`config.mk`:
```
export PLATFORM = sky130hd
export DESIGN_NAME = ex_mem_pipe_reg_flat
export DESIGN_NICKNAME = d
export VERILOG_FILES = /design/src/rtl/ex_mem_pipe_reg_if.sv /design/src/rtl/ex_mem_pipe_reg.sv /design/src/flat_wrapper.sv
export SDC_FILE = /design/constraint.sdc
export NUM_CORES = 1
export LEC_CHECK = 0
export ABC_AREA = 1
export BUFFER_PORTS_ARGS = -buffer_cell sky130_fd_sc_hd__buf_2
export CAP_MARGIN = 20
export CORE_MARGIN = 2
export CORE_UTILIZATION = 55
export CTS_BUF_LIST = sky130_fd_sc_hd__clkbuf_16
export CTS_CLUSTER_DIAMETER = 30
export DETAILED_ROUTE_END_ITERATION = 6
export GPL_ROUTABILITY_DRIVEN = 0
export MAX_ROUTING_LAYER = met4
export PLACE_DENSITY = 0.8
export SYNTH_ARGS = -nofsm -noshare
export SYNTH_HDL_FRONTEND = slang
export SYNTH_SLANG_ARGS = --single-unit
```
`constraint.sdc`:
```
create_clock -name clk -period 1.7 [get_ports clk]
set_clock_uncertainty 0.1 [all_clocks]
set_input_delay 0.085 -clock clk [delete_from_list [all_inputs] [get_ports clk]]
set_output_delay 0.085 -clock clk [all_outputs]
set_load 0.005 [all_outputs]
```
`src/rtl/ex_mem_pipe_reg_if.sv`:
```
// ---------------------------------------------------------------------------
// ex_mem_pipe_reg_if
//   Bundles the EX-side input channel and the MEM-side output channel of the
//   EX->MEM pipeline register.
//
//   Handshake: a beat moves on a channel at a rising clk edge when its valid
//   and ready are both high at that edge. Valid does not wait on ready. The
//   producer keeps the payload stable while valid is high and ready is low.
//
//   Modports
//     slave  : the pipeline register (receives in_*, drives out_*).
//     master : the EX/MEM environment (drives in_*, receives out_*).
//   Signals
//     in_valid/in_ready, in_ctrl, in_branch_pc, in_zero, in_aluresult,
//     in_readda2, in_writereg           EX -> register
//     out_valid/out_ready, out_ctrl, out_branch_pc, out_zero, out_aluresult,
//     out_readda2, out_writereg         register -> MEM
//     skid_valid                        debug: skid entry occupied
// ---------------------------------------------------------------------------
interface ex_mem_pipe_reg_if #(
    parameter int DATA_W = 32,
    parameter int REG_AW = 5,
    parameter int CTRL_W = 5
);
    logic              in_valid;
    logic              in_ready;
    logic [CTRL_W-1:0] in_ctrl;
    logic [DATA_W-1:0] in_branch_pc;
    logic              in_zero;
    logic [DATA_W-1:0] in_aluresult;
    logic [DATA_W-1:0] in_readda2;
    logic [REG_AW-1:0] in_writereg;

    logic              out_valid;
    logic              out_ready;
    logic [CTRL_W-1:0] out_ctrl;
    logic [DATA_W-1:0] out_branch_pc;
    logic              out_zero;
    logic [DATA_W-1:0] out_aluresult;
    logic [DATA_W-1:0] out_readda2;
    logic [REG_AW-1:0] out_writereg;

    logic              skid_valid;

    modport slave (
        input  in_valid, in_ctrl, in_branch_pc, in_zero, in_aluresult,
               in_readda2, in_writereg, out_ready,
        output in_ready, out_valid, out_ctrl, out_branch_pc, out_zero,
               out_aluresult, out_readda2, out_writereg, skid_valid
    );

    modport master (
        output in_valid, in_ctrl, in_branch_pc, in_zero, in_aluresult,
               in_readda2, in_writereg, out_ready,
        input  in_ready, out_valid, out_ctrl, out_branch_pc, out_zero,
               out_aluresult, out_readda2, out_writereg, skid_valid
    );
endinterface

```
`src/rtl/ex_mem_pipe_reg.sv`:
```
// ---------------------------------------------------------------------------
// ex_mem_pipe_reg
//   EX->MEM pipeline register with valid/ready handshake, a 2-entry skid
//   buffer (main + skid) for back-pressure and a synchronous flush.
//   Control bits of an empty slot read as zero so a bubble never writes
//   memory or the register file.
//
//   Ports
//     clk      rising-edge clock
//     rst_n    synchronous active-low reset
//     flush    drop both held entries and the input of this cycle
//     bus      ex_mem_pipe_reg_if.slave (EX input channel, MEM output
//              channel, skid_valid debug)
//     stall_cnt [31:0]  only with EX_MEM_STALL_CNT_EN: saturating count of
//              cycles with out_valid=1 and out_ready=0, cleared by reset only
//
//   Optional feature macro: EX_MEM_STALL_CNT_EN
// ---------------------------------------------------------------------------
module ex_mem_pipe_reg #(
    parameter int DATA_W = 32,
    parameter int REG_AW = 5,
    parameter int CTRL_W = 5
) (
    input  logic                clk,
    input  logic                rst_n,
    input  logic                flush,
    ex_mem_pipe_reg_if.slave    bus
`ifdef EX_MEM_STALL_CNT_EN
    ,
    output logic [31:0]         stall_cnt
`endif
);
    // Payload packed as {ctrl, branch_pc, zero, aluresult, readda2, writereg}.
    localparam int PW = CTRL_W + 3 * DATA_W + 1 + REG_AW;

    logic [PW-1:0]     in_pl;
    logic [PW-1:0]     main_q, main_d;
    logic [PW-1:0]     skid_q, skid_d;
    logic              out_valid_q, out_valid_d;
    logic              skid_valid_q, skid_valid_d;
    logic [CTRL_W-1:0] ctrl_st;

    logic accept;
    logic consume;
    logic main_free;

    assign in_pl = {bus.in_ctrl, bus.in_branch_pc, bus.in_zero,
                    bus.in_aluresult, bus.in_readda2, bus.in_writereg};

    // in_ready comes straight from a flop: the skid is the only overflow room.
    assign bus.in_ready = ~skid_valid_q;
    assign accept       = bus.in_valid & ~skid_valid_q;
    assign consume      = out_valid_q & bus.out_ready;
    assign main_free    = ~out_valid_q | consume;

    always_comb begin
        main_d       = main_q;
        skid_d       = skid_q;
        out_valid_d  = out_valid_q;
        skid_valid_d = skid_valid_q;
        if (flush) begin
            // Payload is left alone; only the valid bits are dropped.
            out_valid_d  = 1'b0;
            skid_valid_d = 1'b0;
        end else if (main_free) begin
            if (skid_valid_q) begin
                // in_ready is low here, so no accept can collide with this move.
                main_d       = skid_q;
                out_valid_d  = 1'b1;
                skid_valid_d = 1'b0;
            end else if (accept) begin
                main_d      = in_pl;
                out_valid_d = 1'b1;
            end else begin
                out_valid_d = 1'b0;
            end
        end else if (accept) begin
            skid_d       = in_pl;
            skid_valid_d = 1'b1;
        end
    end

    always_ff @(posedge clk) begin
        if (!rst_n) begin
            main_q       <= '0;
            skid_q       <= '0;
            out_valid_q  <= 1'b0;
            skid_valid_q <= 1'b0;
        end else begin
            main_q       <= main_d;
            skid_q       <= skid_d;
            out_valid_q  <= out_valid_d;
            skid_valid_q <= skid_valid_d;
        end
    end

    assign {ctrl_st, bus.out_branch_pc, bus.out_zero, bus.out_aluresult,
            bus.out_readda2, bus.out_writereg} = main_q;
    assign bus.out_ctrl   = ctrl_st & {CTRL_W{out_valid_q}};
    assign bus.out_valid  = out_valid_q;
    assign bus.skid_valid = skid_valid_q;

`ifdef EX_MEM_STALL_CNT_EN
    logic [31:0] stall_cnt_q, stall_cnt_d;

    always_comb begin
        stall_cnt_d = stall_cnt_q;
        if (out_valid_q && !bus.out_ready && (stall_cnt_q != 32'hFFFF_FFFF)) begin
            stall_cnt_d = stall_cnt_q + 32'd1;
        end
    end

    // Deliberately not cleared by flush: it is a performance statistic.
    always_ff @(posedge clk) begin
        if (!rst_n) begin
            stall_cnt_q <= 32'd0;
        end else begin
            stall_cnt_q <= stall_cnt_d;
        end
    end

    assign stall_cnt = stall_cnt_q;
`endif

endmodule

```
`src/flat_wrapper.sv`:
```
// flat-port wrapper written by rule: the top's interface ports become plain ports
module ex_mem_pipe_reg_flat 
#(
    parameter int DATA_W = 32,
    parameter int REG_AW = 5,
    parameter int CTRL_W = 5
)
  (clk, rst_n, flush, bus_in_valid, bus_in_ctrl, bus_in_branch_pc, bus_in_zero, bus_in_aluresult, bus_in_readda2, bus_in_writereg, bus_out_ready, bus_in_ready, bus_out_valid, bus_out_ctrl, bus_out_branch_pc, bus_out_zero, bus_out_aluresult, bus_out_readda2, bus_out_writereg, bus_skid_valid);
  ex_mem_pipe_reg_if #(.DATA_W(DATA_W), .REG_AW(REG_AW), .CTRL_W(CTRL_W)) bus_i ();
  input  logic clk;
  input  logic rst_n;
  input  logic flush;
  input wire logic [$bits(bus_i.in_valid)-1:0] bus_in_valid;
  input wire logic [$bits(bus_i.in_ctrl)-1:0] bus_in_ctrl;
  input wire logic [$bits(bus_i.in_branch_pc)-1:0] bus_in_branch_pc;
  input wire logic [$bits(bus_i.in_zero)-1:0] bus_in_zero;
  input wire logic [$bits(bus_i.in_aluresult)-1:0] bus_in_aluresult;
  input wire logic [$bits(bus_i.in_readda2)-1:0] bus_in_readda2;
  input wire logic [$bits(bus_i.in_writereg)-1:0] bus_in_writereg;
  input wire logic [$bits(bus_i.out_ready)-1:0] bus_out_ready;
  output wire logic [$bits(bus_i.in_ready)-1:0] bus_in_ready;
  output wire logic [$bits(bus_i.out_valid)-1:0] bus_out_valid;
  output wire logic [$bits(bus_i.out_ctrl)-1:0] bus_out_ctrl;
  output wire logic [$bits(bus_i.out_branch_pc)-1:0] bus_out_branch_pc;
  output wire logic [$bits(bus_i.out_zero)-1:0] bus_out_zero;
  output wire logic [$bits(bus_i.out_aluresult)-1:0] bus_out_aluresult;
  output wire logic [$bits(bus_i.out_readda2)-1:0] bus_out_readda2;
  output wire logic [$bits(bus_i.out_writereg)-1:0] bus_out_writereg;
  output wire logic [$bits(bus_i.skid_valid)-1:0] bus_skid_valid;
  assign bus_i.in_valid = bus_in_valid;
  assign bus_i.in_ctrl = bus_in_ctrl;
  assign bus_i.in_branch_pc = bus_in_branch_pc;
  assign bus_i.in_zero = bus_in_zero;
  assign bus_i.in_aluresult = bus_in_aluresult;
  assign bus_i.in_readda2 = bus_in_readda2;
  assign bus_i.in_writereg = bus_in_writereg;
  assign bus_i.out_ready = bus_out_ready;
  assign bus_in_ready = bus_i.in_ready;
  assign bus_out_valid = bus_i.out_valid;
  assign bus_out_ctrl = bus_i.out_ctrl;
  assign bus_out_branch_pc = bus_i.out_branch_pc;
  assign bus_out_zero = bus_i.out_zero;
  assign bus_out_aluresult = bus_i.out_aluresult;
  assign bus_out_readda2 = bus_i.out_readda2;
  assign bus_out_writereg = bus_i.out_writereg;
  assign bus_skid_valid = bus_i.skid_valid;
  ex_mem_pipe_reg #(.DATA_W(DATA_W), .REG_AW(REG_AW), .CTRL_W(CTRL_W)) u_core (.clk(clk), .rst_n(rst_n), .flush(flush), .bus(bus_i));
endmodule
```
* After elaboration in Yosys (flattened, before gate mapping)
Cells that the tools add are included.
** Cells by class
- Mux-type cells :: 4
- Bitwise logic cells :: 9
- Reduce and logical (&&, ||, !) cells :: 5
** Operator list (number)
- $mux W107 :: 2
- $reduce_and A3 Y1 :: 2
- $and A5 B5 Y5 :: 1
- $not A1 Y1 :: 5
- $reduce_or A3 Y1 :: 1
- $and A1 B1 Y1 :: 2
- $mux W1 :: 2
- $reduce_bool A2 Y1 :: 1
- $reduce_or A2 Y1 :: 1
- $or A1 B1 Y1 :: 1
** Storage, ports and cells
- Register bits after elaboration :: 216
- Input bits :: 112
- Output and inout port bits :: 110
- Word-level logic and storage cells :: 22

* Depth between registers and ports, before layout
Gate-level depths: netlist (run 1).
- Depth after elaboration :: 4
- Depth in mapped cells :: 10
- Mapped depth without buffers :: 6

* Worst setup path before layout (run 1)
Ideal clock, no wire load.
- Path kind :: reg-to-reg
- From :: register u_core.skid_valid_q, in the netlist u_core.bus.skid_valid
- To :: register u_core.main_q[76]
- Setup time :: 0.113 ns
- Arrival :: 1.274 ns
- Data required time :: 1.487 ns
- Slack :: 0.214 ns
- Cell stages (with the launch flop) :: 10
- Buffers on the path :: 4
- Period minus slack after synthesis :: 1.486 ns
- Path through :: dfxtp_1 -> buf_4 -> buf_6 -> inv_2 -> nand2_2 -> nand3_2 -> buf_4 -> buf_2 -> nor2_1 -> nor2_1
** On the way
- Longest elaborated chain between the ends :: 4
- Elaborated cells between the ends (all ways) :: 5
- Classes of those cells :: mux (1); bitwise (2); reduce/logical (2)
** Ends and longest elaborated chain
- start: declaration :: RTL line ex_mem_pipe_reg.sv:40 : logic skid_valid_q, skid_valid_d;
- start signal: assignment :: RTL line ex_mem_pipe_reg.sv:93 : skid_valid_q <= skid_valid_d;
- $not A1 Y1
- net bus_in_ready :: RTL line flat_wrapper.sv:21 : output wire logic [$bits(bus_i.in_ready)-1:0] bus_in_ready;
- $and A1 B1 Y1 :: RTL line ex_mem_pipe_reg.sv:52 : assign accept = bus.in_valid & ~skid_valid_q;
- $reduce_bool A2 Y1 (no line)
- $reduce_and A3 Y1 (no line)
- end signal: assignment :: RTL line ex_mem_pipe_reg.sv:90 : main_q <= main_d;
- end: declaration :: RTL line ex_mem_pipe_reg.sv:37 : logic [PW-1:0] main_q, main_d;
The timed path passes the listed nets, and every way through them passes these cells.
A chain may end at the register's enable or synchronous reset.

* Worst setup path after layout (run 1)
- From :: register u_core.skid_valid_q, in the netlist u_core.bus.skid_valid
- To :: output bus_skid_valid
** RTL lines
- end: declaration :: RTL line flat_wrapper.sv:29 : output wire logic [$bits(bus_i.skid_valid)-1:0] bus_skid_valid;
No word-level cell between the ends.

==> results of run 1 <==
## layout by cell type, fill, tap and decap left out, types with 7 or more instances in the layout
cell,synthesis,routed
sky130_fd_sc_hd__buf_4,109,7
sky130_fd_sc_hd__nand2_1,436,436
sky130_fd_sc_hd__clkinvlp_4,0,7
sky130_fd_sc_hd__o21ai_0,107,107
sky130_fd_sc_hd__bufinv_16,0,7
sky130_fd_sc_hd__nor2_1,429,429
sky130_fd_sc_hd__nand4_1,107,107
sky130_fd_sc_hd__buf_12,0,13
sky130_fd_sc_hd__dfxtp_1,216,215
sky130_fd_sc_hd__inv_1,222,224
sky130_fd_sc_hd__dlygate4sd3_1,0,112
sky130_fd_sc_hd__clkbuf_16,0,50
sky130_fd_sc_hd__buf_2,34,219
## final timing paths
check / end / slack (ps) / start / cells past startpoint
max: bus_skid_valid / 110 / u_core.bus.skid_valid$_SDFFE_PP0P_ / 2
min: u_core.skid_q[29]$_SDFFE_PN0P_ / 340 / bus_in_readda2[24] / 6
max reg2reg: u_core.skid_q[46]$_SDFFE_PN0P_ / 200 / u_core.bus.skid_valid$_SDFFE_PP0P_ / 6
min reg2reg: u_core.skid_q[53]$_SDFFE_PN0P_ / 380 / u_core.skid_q[53]$_SDFFE_PN0P_ / 2
## cell families after synthesis
logic type	Yosys count
buffers and inverters	441
and+or+nand+nor	979
DFF	216
AOI/OAI and AO/OA	107
## final cells by class
type	count	share of cell area, %
multi-input cells	1086	31.8
well taps	265	2.33
clock inverters	35	2.70
clock buffers	50	8.80
inverters	224	5.91
diodes	3	0.0528
repair buffers	353	18.0
flip-flops and latches	216	30.4
## worst max-delay path, delay by kind of cell (launching register included)
kind,cells,cell delay [ps]
buf+inv,2,450
flops,1,420
## routing by layer
metal	wire, µm	GRT usage (%)	share of wire [%]	vias to the layer above
li1	-	-	-	5552
met1	12400	33.4	43	4850
met2	13600	44.5	47	393
met3	1860	5.02	6.5	71
met4	764	10.1	2.7	0
met5	0	-	0	-
## sequential cells by signal, summed over array words and instances (netlist names)
name	cells
u_core.bus.out_valid	1
u_core.bus.skid_valid	1
u_core.main_q	107
u_core.skid_q	107
## power groups by stage
stage	clock, µW	sequential, µW	combinational (µW)
5_1_grt	9630	5440	1790
2_1_floorplan	0	5490	1090
4_1_cts	9360	5420	1560
3_5_place_dp	0	5510	1340
3_3_place_gp	0	5500	1320
6_report	9270	5420	1590
## per-stage QoR
stage | power, µW | cell area [µm²] | hold slack [ps] | setup slack, ps | std cells
global placement | 6820 | 11400 | 317 | 287 | 2032
finish | 16300 | 14200 | 342 | 107 | 2232
floorplan | 6570 | 11000 | 191 | 214 | 1743
CTS | 16300 | 14200 | 324 | 44.0 | 2229
global route | 16900 | 14200 | 380 | 58.6 | 2232
detailed placement | 6850 | 11400 | 328 | 240 | 2032
## repair_timing
| action | 4_1_cts | 5_1_grt |
|---|---|---|
| endpoints found under the setup margin | 1 | 1 |
| hold buffers | 112 | 0 |
| hold endpoints to repair | 216 | 0 |
| gates resized for setup | 1 | 1 |
## synthesized netlist by cell type
cell type                  number
sky130_fd_sc_hd__nand2_1      436
sky130_fd_sc_hd__nor2_1       429
sky130_fd_sc_hd__inv_1        222
sky130_fd_sc_hd__dfxtp_1      216
sky130_fd_sc_hd__buf_4        109
sky130_fd_sc_hd__nand4_1      107
sky130_fd_sc_hd__o21ai_0      107
sky130_fd_sc_hd__clkbuf_1      44
sky130_fd_sc_hd__buf_2         34
sky130_fd_sc_hd__buf_1         19
sky130_fd_sc_hd__buf_6         11
sky130_fd_sc_hd__inv_2          2
sky130_fd_sc_hd__nand3_1        2
sky130_fd_sc_hd__nor2_4         2
sky130_fd_sc_hd__nand2_2        1
sky130_fd_sc_hd__nand3_2        1
sky130_fd_sc_hd__nor2_2         1
==> impl_summary.txt, run 1 <==
----------------------------------------------------
[Pwr]
  Clock group share of total power ... 57.0%
  Combinational share of power ... 9.7%
  Peak ir drop on the vdd network ... 0.724 mV
  Flop pwr share ... 33.3%
  Switching power as a share of total power ... 24.1%
  Net Switching ... 3920 µW
  Cell-internal power ... 12400 µW
  Leakage power figure ... 0.00718 µW
  Cell area power density ... 1150 nW/µm²

[Global route]
  Antenna violations before repair ... 3
  Pin count of the biggest net entering global routing ... 84
  Global-route wire length before repair ... 47600 µm
  Vias in the first global route ... 10200
  Overflow left after global routing ... 0
  Total GRT Usage ... 27.1%

[Synth]
  Post-synthesis instance area ... 11000 µm²
  XOR/XNOR Fraction of Synth Area ... 0%
  Total nets after synthesis ... 1855
  Count of yosys warnings during synthesis ... 0
  Number of unique standard cell types used by synthesis ... 17
  Area fraction in and, or, nand and nor cells after synthesis ... 36.0%
  Post-Synth Adder-Cell Area ... 0%
  Synth area leaders ... sky130_fd_sc_hd__dfxtp_1 39%, sky130_fd_sc_hd__nand2_1 15%, sky130_fd_sc_hd__nor2_1 15%
  Part of the Yosys area used for sequential elements ... 39.2%
  Fraction of post-synthesis cell area in the top cell type by area ... 39.2%
  Multiplexer area fraction after synthesis ... 0%
  Number of register bits inferred by synthesis ... 216
  Gate Count Post-Synth ... 1743
  Syn Area/Cell ... 6.32 µm²
  Largest family of logic cells by synthesized area ... simple AND/OR/NAND/NOR gates
  Fraction of the mapped netlist area in compound gates ... 4.86%
  Post-synthesis cell type with the largest combined area ... sky130_fd_sc_hd__dfxtp_1

[Clock network]
  Worst-skew pair later-pin latency ... 520 ps
  Clock root buffer ... sky130_fd_sc_hd__clkbuf_16
  Number of buffers created by CTS ... 46
  # Post-CTS Setup Buffers ... 0
  Sink Count ... 216
  Total number of H-tree levels ... 2
  Number of buffers on the longest clock path ... 3
  Clock transition at the registers of the reported paths ... 50 ps
  Clock tree from TritonCTS ... done

[STA]
  Shortest clock period the worst path allows after layout ... 1590 ps
  Total negative slack for setup checks ... 0 ps
  Setup-violating endpoint count in the final report ... 0
  Final-report max-slew violation count ... 0
  Final hold vios ... 0
  Timing-limited maximum frequency ... 628 MHz
  Worst-Margin Slew ... 686 ps
  Crit share post-route ... 93.7%
  Unrepaired setup endpoints after global routing ... false
  Worst slew margin relative to its limit ... 54.3%

[Detailed routing]
  DRC violations left ... 0
  Wire length per cell ... 12.9 µm
  Detailed-route vias per instance ... 4.87
  Drt total wl ... 28700 µm
  Number of iterations in the first detailed-routing pass ... 5
  Via count ... 10900
  DRT antenna net count ... 0
  Initial drt markers ... 853

[Finish]
  Seq. cell area ... 4330 µm²
  Area of the multi-input gates ... 4520 µm²
  Final design utilization ... 72.6%
  Fraction of final layout cells sized beyond drive strength 1 ... 16.6%
  Number of fill cells ... 1514
  Area Overhead vs Synth ... 29.0%
  Total number of nets in the final design ... 2039

[Placement]
  Port Buffer Count ... 221
  Detailed-placement wirelength estimate ... 15100 µm

[Die]
  Die X-Extent ... 146 µm
  Die area ... 21200 µm²
  Effective utilization at floorplan ... 56.3%
  Overall die height ... 146 µm
  Std-Cell Core Area ... 19600 µm²
  Core Rows ... 51
  Top-Level Pins ... 222

[Min path]
  Tightest Hold Check Type ... input port to flip-flop

[Setup path]
  Required time of the worst setup path ... 1510 ps
  Arrival time at the worst endpoint ... 1410 ps
  Stage delay of the slowest cell on the critical path ... 420 ps
  Highest fanout seen on the critical path ... 55
  Critical Path Sink Type ... output port
  Category of the critical setup timing path ... flip-flop to output port
  Master of the slowest instance on the critical path ... sky130_fd_sc_hd__dfxtp_4
  CP Cell Sequence ... buf_8 > buf_2
  Startpoint types ... flip-flop

[Flow run]
  Number of max-capacitance violations reported ... 0

[Run status]
  Status ... finished clean

----------------------------------------------------
No activity file was read; power rests on OpenSTA's default activity.
==> run 2: changes to the inputs <==
--- a/config.mk
+++ b/config.mk
@@ -16,6 +16,7 @@
 export GPL_ROUTABILITY_DRIVEN = 0
 export MAX_ROUTING_LAYER = met4
 export PLACE_DENSITY = 0.8
+export RECOVER_POWER = 100
 export SYNTH_ARGS = -nofsm -noshare
 export SYNTH_HDL_FRONTEND = slang
 export SYNTH_SLANG_ARGS = --single-unit
==> impl_summary.txt, run 2 (synthesized netlist as in run 1, its figures left out) <==
----------------------------------------------------
[Run status]
  Status ... finished clean (unchanged)

[Clock network]
  Clock transition at the registers of the reported paths ... 50 ps (about the same)
  Clock tree from TritonCTS ... done (unchanged)
  Total number of H-tree levels ... 2 (unchanged)
  Clock root buffer ... sky130_fd_sc_hd__clkbuf_16 (unchanged)
  Sink Count ... 216 (unchanged)
  # Post-CTS Setup Buffers ... 0 (unchanged)
  Number of buffers on the longest clock path ... 3 (unchanged)
  Number of buffers created by CTS ... 46 (unchanged)
  Worst-skew pair later-pin latency ... 520 ps (about the same)

[Die]
  Std-Cell Core Area ... 19600 µm² (unchanged)
  Overall die height ... 146 µm (unchanged)
  Top-Level Pins ... 222 (unchanged)
  Core Rows ... 51 (unchanged)
  Die area ... 21200 µm² (unchanged)
  Effective utilization at floorplan ... 56.3% (unchanged)
  Die X-Extent ... 146 µm (unchanged)

[Pwr]
  Total power ... 16300 µW (about the same)
  Net Switching ... 3920 µW (about the same)
  Clock group share of total power ... 57.1% (was 57.0%)
  Switching power as a share of total power ... 24.2% (was 24.1%)
  Leakage power figure ... 0.00693 µW (was 0.00718 µW)
  Peak ir drop on the vdd network ... 0.715 mV (was 0.724 mV)
  Combinational share of power ... 9.5% (was 9.7%)
  Flop pwr share ... 33.4% (was 33.3%)
  Cell-internal power ... 12300 µW (was 12400 µW)
  Cell area power density ... 1150 nW/µm² (about the same)

[Finish]
  Area Overhead vs Synth ... 28.0% (was 29.0%)
  Total number of nets in the final design ... 2039 (unchanged)
  Most common cell after layout, fill and taps aside ... sky130_fd_sc_hd__nand2_1 (unchanged)
  Fraction of final layout cells sized beyond drive strength 1 ... 13.3% (was 16.6%)
  Count of placed standard cells in the final layout, fillers left out ... 2232 (unchanged)
  Layout Cell Area excl Fill ... 14100 µm² (was 14200 µm²)
  Number of fill cells ... 1571 (was 1514)
  Commonest non-fill, non-tap cells in the layout ... 437 x sky130_fd_sc_hd__nand2_1, 429 x sky130_fd_sc_hd__nor2_1, 225 x sky130_fd_sc_hd__inv_1 (was 436 x sky130_fd_sc_hd__nand2_1, 429 x sky130_fd_sc_hd__nor2_1, 224 x sky130_fd_sc_hd__inv_1)
  Registers with the highest flip-flop counts ... u_core.main_q x107, u_core.skid_q x107 (unchanged)

[Detailed routing]
  Detailed-route vias per instance ... 4.88 (was 4.87)
  DRC violations left ... 0 (unchanged)
  Via count ... 10900 (about the same)
  Initial drt markers ... 854 (was 853)
  Number of iterations in the first detailed-routing pass ... 5 (unchanged)
  Drt total wl ... 28800 µm (was 28700 µm)
  Wire length per cell ... 12.9 µm (about the same)
  DRT antenna net count ... 0 (unchanged)

[Global route]
  Pin count of the biggest net entering global routing ... 84 (unchanged)
  Antenna violations before repair ... 3 (unchanged)
  Vias in the first global route ... 10200 (unchanged)
  Global-route wire length before repair ... 47600 µm (unchanged)
  Overflow left after global routing ... 0 (unchanged)
  Total GRT Usage ... 27.1% (unchanged)

[Setup path]
  Stage delay of the slowest cell on the critical path ... 420 ps (about the same)
  Category of the critical setup timing path ... flip-flop to output port (unchanged)
  Highest fanout seen on the critical path ... 55 (unchanged)
  CP bufs+invs ... 2 (unchanged)
  Startpoint types ... flip-flop (unchanged)
  Master of the slowest instance on the critical path ... sky130_fd_sc_hd__dfxtp_4 (unchanged)
  CP Cell Sequence ... buf_8 > buf_2 (unchanged)
  Arrival time at the worst endpoint ... 1400 ps (was 1410 ps)
  Worst setup slack for register-to-register paths ... 130 ps (was 200 ps)
  Family with the most delay on the worst path ... buffers and inverters (unchanged)
  Critical Path Sink Type ... output port (unchanged)
  Required time of the worst setup path ... 1510 ps (about the same)

[Placement]
  Post-placement cell count ... 2032 (unchanged)
  Detailed-placement wirelength estimate ... 15100 µm (unchanged)
  Port Buffer Count ... 221 (unchanged)
  Instance area at placement ... 11400 µm² (unchanged)

[STA]
  Setup-violating endpoint count in the final report ... 0 (unchanged)
  Worst hold slack after final layout ... 342 ps (about the same)
  Final-report max-slew violation count ... 0 (unchanged)
  Shortest clock period the worst path allows after layout ... 1590 ps (about the same)
  Worst slew margin relative to its limit ... 54.2% (was 54.3%)
  Total negative slack for setup checks ... 0 ps (unchanged)
  Unrepaired setup endpoints after global routing ... false (unchanged)
  Final hold vios ... 0 (unchanged)
  Worst-Margin Slew ... 687 ps (was 686 ps)
  Timing-limited maximum frequency ... 630 MHz (was 628 MHz)
  Crit share post-route ... 93.3% (was 93.7%)

[Min path]
  Tightest Hold Check Type ... input port to flip-flop (unchanged)

[Flow run]
  Number of max-capacitance violations reported ... 0 (unchanged)

----------------------------------------------------
==> run 2: cell types whose count changed in the layout (fill, tap and decap cells not counted), moves of 3 or more <==
cell / change
sky130_fd_sc_hd__buf_12: -3
sky130_fd_sc_hd__buf_6: +3
sky130_fd_sc_hd__buf_2: -62
sky130_fd_sc_hd__clkbuf_1: +62
==> run 2: area by class of cell <==
| type | count | area (µm²) | share of cell area [%] |
|---|---|---|---|
| antenna | 3 | 7.51 | 0.0532 |
| clock buffer | 50 | 1250 | 8.87 |
| clock inverter | 35 | 384 | 2.72 |
| inverter | 224 | 841 | 5.96 |
| multi-input combinational | 1086 | 4510 | 32.0 |
| sequential | 216 | 4330 | 30.7 |
| tap | 265 | 332 | 2.35 |
| timing repair buffer | 353 | 2450 | 17.4 |
==> run 2: per-layer routing <==
layer | up-vias | share of wire [%] | track usage (%)
li1 | 5551 | - | -
met1 | 4889 | 43 | 33.4
met2 | 379 | 48 | 44.5
met3 | 73 | 6.1 | 5.02
met4 | 0 | 2.6 | 10.1
met5 | - | 0 | -
==> run 2: repair_timing <==
| item | 4_1_cts | 5_1_grt |
|---|---|---|
| gates resized for setup | 1 | 1 |
| hold buffers | 112 | 0 |
| endpoints found under the setup margin | 1 | 1 |
| hold endpoints to repair | 216 | 0 |
==> run 2: worst min-delay path: stages <==
cell and delay, ps:
sky130_fd_sc_hd__dlygate4sd3_1 520, sky130_fd_sc_hd__buf_2 90, sky130_fd_sc_hd__inv_1 40, sky130_fd_sc_hd__nand4_1 80
sky130_fd_sc_hd__nand2_1 50, sky130_fd_sc_hd__nor2_1 70
==> run 2: power by group through the flow <==
stage                     registers [µW]  logic (µW)  clock network (µW)
after detailed placement            5510        1340                   0
after global routing                5440        1750                9630
after global placement              5500        1320                   0
after CTS                           5420        1560                9360
final                               5420        1550                9280
after floorplan                     5490        1090                   0
==> run 2: worst paths after layout <==
path                                      start  cells past startpoint                               to
max          u_core.bus.skid_valid$_SDFFE_PP0P_                      2                   bus_skid_valid
min                          bus_in_readda2[24]                      6   u_core.skid_q[29]$_SDFFE_PN0P_
max reg2reg  u_core.bus.skid_valid$_SDFFE_PP0P_                      7  u_core.main_q[101]$_SDFFE_PN0P_
min reg2reg      u_core.skid_q[53]$_SDFFE_PN0P_                      2   u_core.skid_q[53]$_SDFFE_PN0P_
==> run 2: through the flow <==
stage,utilization [%],worst slack (ps)
final,72.0,113
after global routing,72.0,34.1
after CTS,72.5,44.0
after detailed placement,58.4,240
after global placement,58.4,287
after floorplan,-,214
==> run 3: changes to the inputs <==
--- a/config.mk
+++ b/config.mk
@@ -10,7 +10,7 @@
 export CAP_MARGIN = 20
 export CORE_MARGIN = 2
 export CORE_UTILIZATION = 55
-export CTS_BUF_LIST = sky130_fd_sc_hd__clkbuf_16
+export CTS_BUF_LIST = sky130_fd_sc_hd__clkbuf_4
 export CTS_CLUSTER_DIAMETER = 30
 export DETAILED_ROUTE_END_ITERATION = 6
 export GPL_ROUTABILITY_DRIVEN = 0
==> impl_summary.txt, run 3 (synthesized netlist as in run 1, its figures left out) <==
----------------------------------------------------
[STA]
  Total negative slack for setup checks ... 0 ps (unchanged)
  Worst hold slack after final layout ... 192 ps (was 342 ps)
  Worst-Margin Slew ... 653 ps (was 687 ps)
  Unrepaired setup endpoints after global routing ... false (unchanged)
  Timing-limited maximum frequency ... 619 MHz (was 630 MHz)
  Final hold vios ... 0 (unchanged)
  Final-report max-slew violation count ... 0 (unchanged)
  Shortest clock period the worst path allows after layout ... 1620 ps (was 1590 ps)
  Setup-violating endpoint count in the final report ... 0 (unchanged)
  Worst slew margin relative to its limit ... 56.5% (was 54.2%)
  Crit share post-route ... 95.0% (was 93.3%)

[Finish]
  Count of placed standard cells in the final layout, fillers left out ... 2241 (was 2232)
  Number of fill cells ... 1748 (was 1571)
  Commonest non-fill, non-tap cells in the layout ... 437 x sky130_fd_sc_hd__nand2_1, 429 x sky130_fd_sc_hd__nor2_1, 222 x sky130_fd_sc_hd__inv_1 (was 437 x sky130_fd_sc_hd__nand2_1, 429 x sky130_fd_sc_hd__nor2_1, 225 x sky130_fd_sc_hd__inv_1)
  Layout Cell Area excl Fill ... 13200 µm² (was 14100 µm²)
  Final design utilization ... 67.5% (was 72.0%)
  Registers with the highest flip-flop counts ... u_core.main_q x107, u_core.skid_q x107 (unchanged)
  Area Overhead vs Synth ... 20.0% (was 28.0%)
  Total number of nets in the final design ... 2051 (was 2039)
  Fraction of final layout cells sized beyond drive strength 1 ... 13.8% (was 13.3%)
  Most common cell after layout, fill and taps aside ... sky130_fd_sc_hd__nand2_1 (unchanged)

[Placement]
  Post-placement cell count ... 2032 (unchanged)
  Port Buffer Count ... 221 (unchanged)
  Instance area at placement ... 11400 µm² (unchanged)
  Detailed-placement wirelength estimate ... 15100 µm (unchanged)

[Setup path]
  Reg-to-Reg End ... u_core.main_q[57]$_SDFFE_PN0P_ (was u_core.main_q[101]$_SDFFE_PN0P_)
  CP Capture Point ... bus_skid_valid (unchanged)
  CP Cell Sequence ... buf_12 > buf_2 (was buf_8 > buf_2)
  Number of cell instances on the worst register-to-register path ... 7 (unchanged)
  Critical Path Sink Type ... output port (unchanged)
  Startpoint types ... flip-flop (unchanged)
  Highest fanout seen on the critical path ... 28 (was 55)
  Required time of the worst setup path ... 1510 ps (about the same)
  Arrival time at the worst endpoint ... 1430 ps (was 1400 ps)
  Crit path from ... u_core.bus.skid_valid$_SDFFE_PP0P_ (unchanged)
  Worst setup slack for register-to-register paths ... 120 ps (was 130 ps)
  Master of the slowest instance on the critical path ... sky130_fd_sc_hd__dfxtp_4 (unchanged)
  Stage delay of the slowest cell on the critical path ... 440 ps (was 420 ps)
  Category of the critical setup timing path ... flip-flop to output port (unchanged)
  Reg2Reg Launch Point ... u_core.bus.skid_valid$_SDFFE_PP0P_ (unchanged)

[Global route]
  Total GRT Usage ... 26.1% (was 27.1%)
  Pin count of the biggest net entering global routing ... 84 (unchanged)
  Vias in the first global route ... 9802 (was 10200)
  Antenna violations before repair ... 2 (was 3)
  Global-route wire length before repair ... 46100 µm (was 47600 µm)
  Overflow left after global routing ... 0 (unchanged)

[Die]
  Overall die height ... 146 µm (unchanged)
  Effective utilization at floorplan ... 56.3% (unchanged)
  Die area ... 21200 µm² (unchanged)
  Die X-Extent ... 146 µm (unchanged)
  Core Rows ... 51 (unchanged)
  Top-Level Pins ... 222 (unchanged)
  Std-Cell Core Area ... 19600 µm² (unchanged)

[Pwr]
  Peak ir drop on the vdd network ... 0.549 mV (was 0.715 mV)
  Leakage power figure ... 0.00659 µW (was 0.00693 µW)
  Cell area power density ... 868 nW/µm² (was 1150 nW/µm²)

[Clock network]
  Total number of H-tree levels ... 2 (unchanged)
  Clock root buffer ... sky130_fd_sc_hd__clkbuf_4 (was sky130_fd_sc_hd__clkbuf_16)
  Sink Count ... 216 (unchanged)
  Clock transition at the registers of the reported paths ... 70 ps (was 50 ps)
  Worst-skew pair later-pin latency ... 660 ps (was 520 ps)
  Number of buffers on the longest clock path ... 3 (unchanged)
  Number of buffers created by CTS ... 58 (was 46)
  Clock tree from TritonCTS ... done (unchanged)

[Detailed routing]
  Initial drt markers ... 701 (was 854)
  Wire length per cell ... 12.4 µm (was 12.9 µm)
  Number of iterations in the first detailed-routing pass ... 6 (was 5)
  Via count ... 10900 (about the same)
  Detailed-route vias per instance ... 4.85 (was 4.88)
  DRC violations left ... 0 (unchanged)
  Drt total wl ... 27900 µm (was 28800 µm)
  DRT antenna net count ... 0 (unchanged)

[Min path]
  Tightest Hold Check Type ... input port to flip-flop (unchanged)
  WHS Path Cells ... 6 (unchanged)

[Run status]
  Status ... finished clean (unchanged)

[Flow run]
  Number of max-capacitance violations reported ... 0 (unchanged)

----------------------------------------------------
run 3: worst min-delay path by stage:
stage | start | to | slack, ps
2_1_floorplan | flush | u_core.bus.out_valid$_SDFFE_PP0P_ | 190
4_1_cts | bus_in_readda2[18] | u_core.skid_q[23]$_SDFFE_PN0P_ | 130
5_1_grt | bus_in_readda2[24] | u_core.skid_q[29]$_SDFFE_PN0P_ | 180
6_report | bus_in_readda2[24] | u_core.skid_q[29]$_SDFFE_PN0P_ | 190
3_5_place_dp | bus_in_writereg[2] | u_core.skid_q[2]$_SDFFE_PN0P_ | 330
3_3_place_gp | bus_in_aluresult[2] | u_core.skid_q[39]$_SDFFE_PN0P_ | 320
run 3: layer usage:
metal	part of all wire, %	global-route usage (%)	vias up
li1	-	-	5585
met3	7.1	5.42	54
met4	2.1	8.24	0
met2	47	42.4	443
met1	44	32.7	4793
met5	0	-	-
run 3: cell type report:
| cell class | count | area [µm²] | share of cell area [%] |
|---|---|---|---|
| multi-input cells | 1086 | 4500 | 34.1 |
| flip-flops and latches | 216 | 4330 | 32.7 |
| repair buffers | 353 | 2500 | 18.9 |
| inverters | 224 | 841 | 6.36 |
| clock buffers | 80 | 601 | 4.54 |
| well taps | 265 | 332 | 2.51 |
| clock inverters | 15 | 111 | 0.842 |
| diodes | 2 | 5.00 | 0.0379 |
run 3: timing repair:
item / in CTS / in global routing
setup endpoints to repair: 1 / 1
cloned: 1 / 0
hold endpoints to repair: 216 / 0
buffers inserted: 0 / 0
hold buffers: 111 / 0
resized for setup: 3 / 1
run 3: worst max-delay path, delay by kind of cell (launching register included):
family / cells / cell delay, ps
flops: 1 / 440
buf+inv: 2 / 320
run 3: metrics by stage:
stage                     worst slack (ps)  power (µW)
after floorplan                        214        6570
after global placement                 287        6820
after detailed placement               240        6850
after CTS                             45.5       11600
after global routing                  6.49       12100
final                                 84.8       11500
run 3: power by group:
group          internal (µW)  switching [µW]
Combinational            664             878
Clock                   2450            2080
Sequential              5290             120
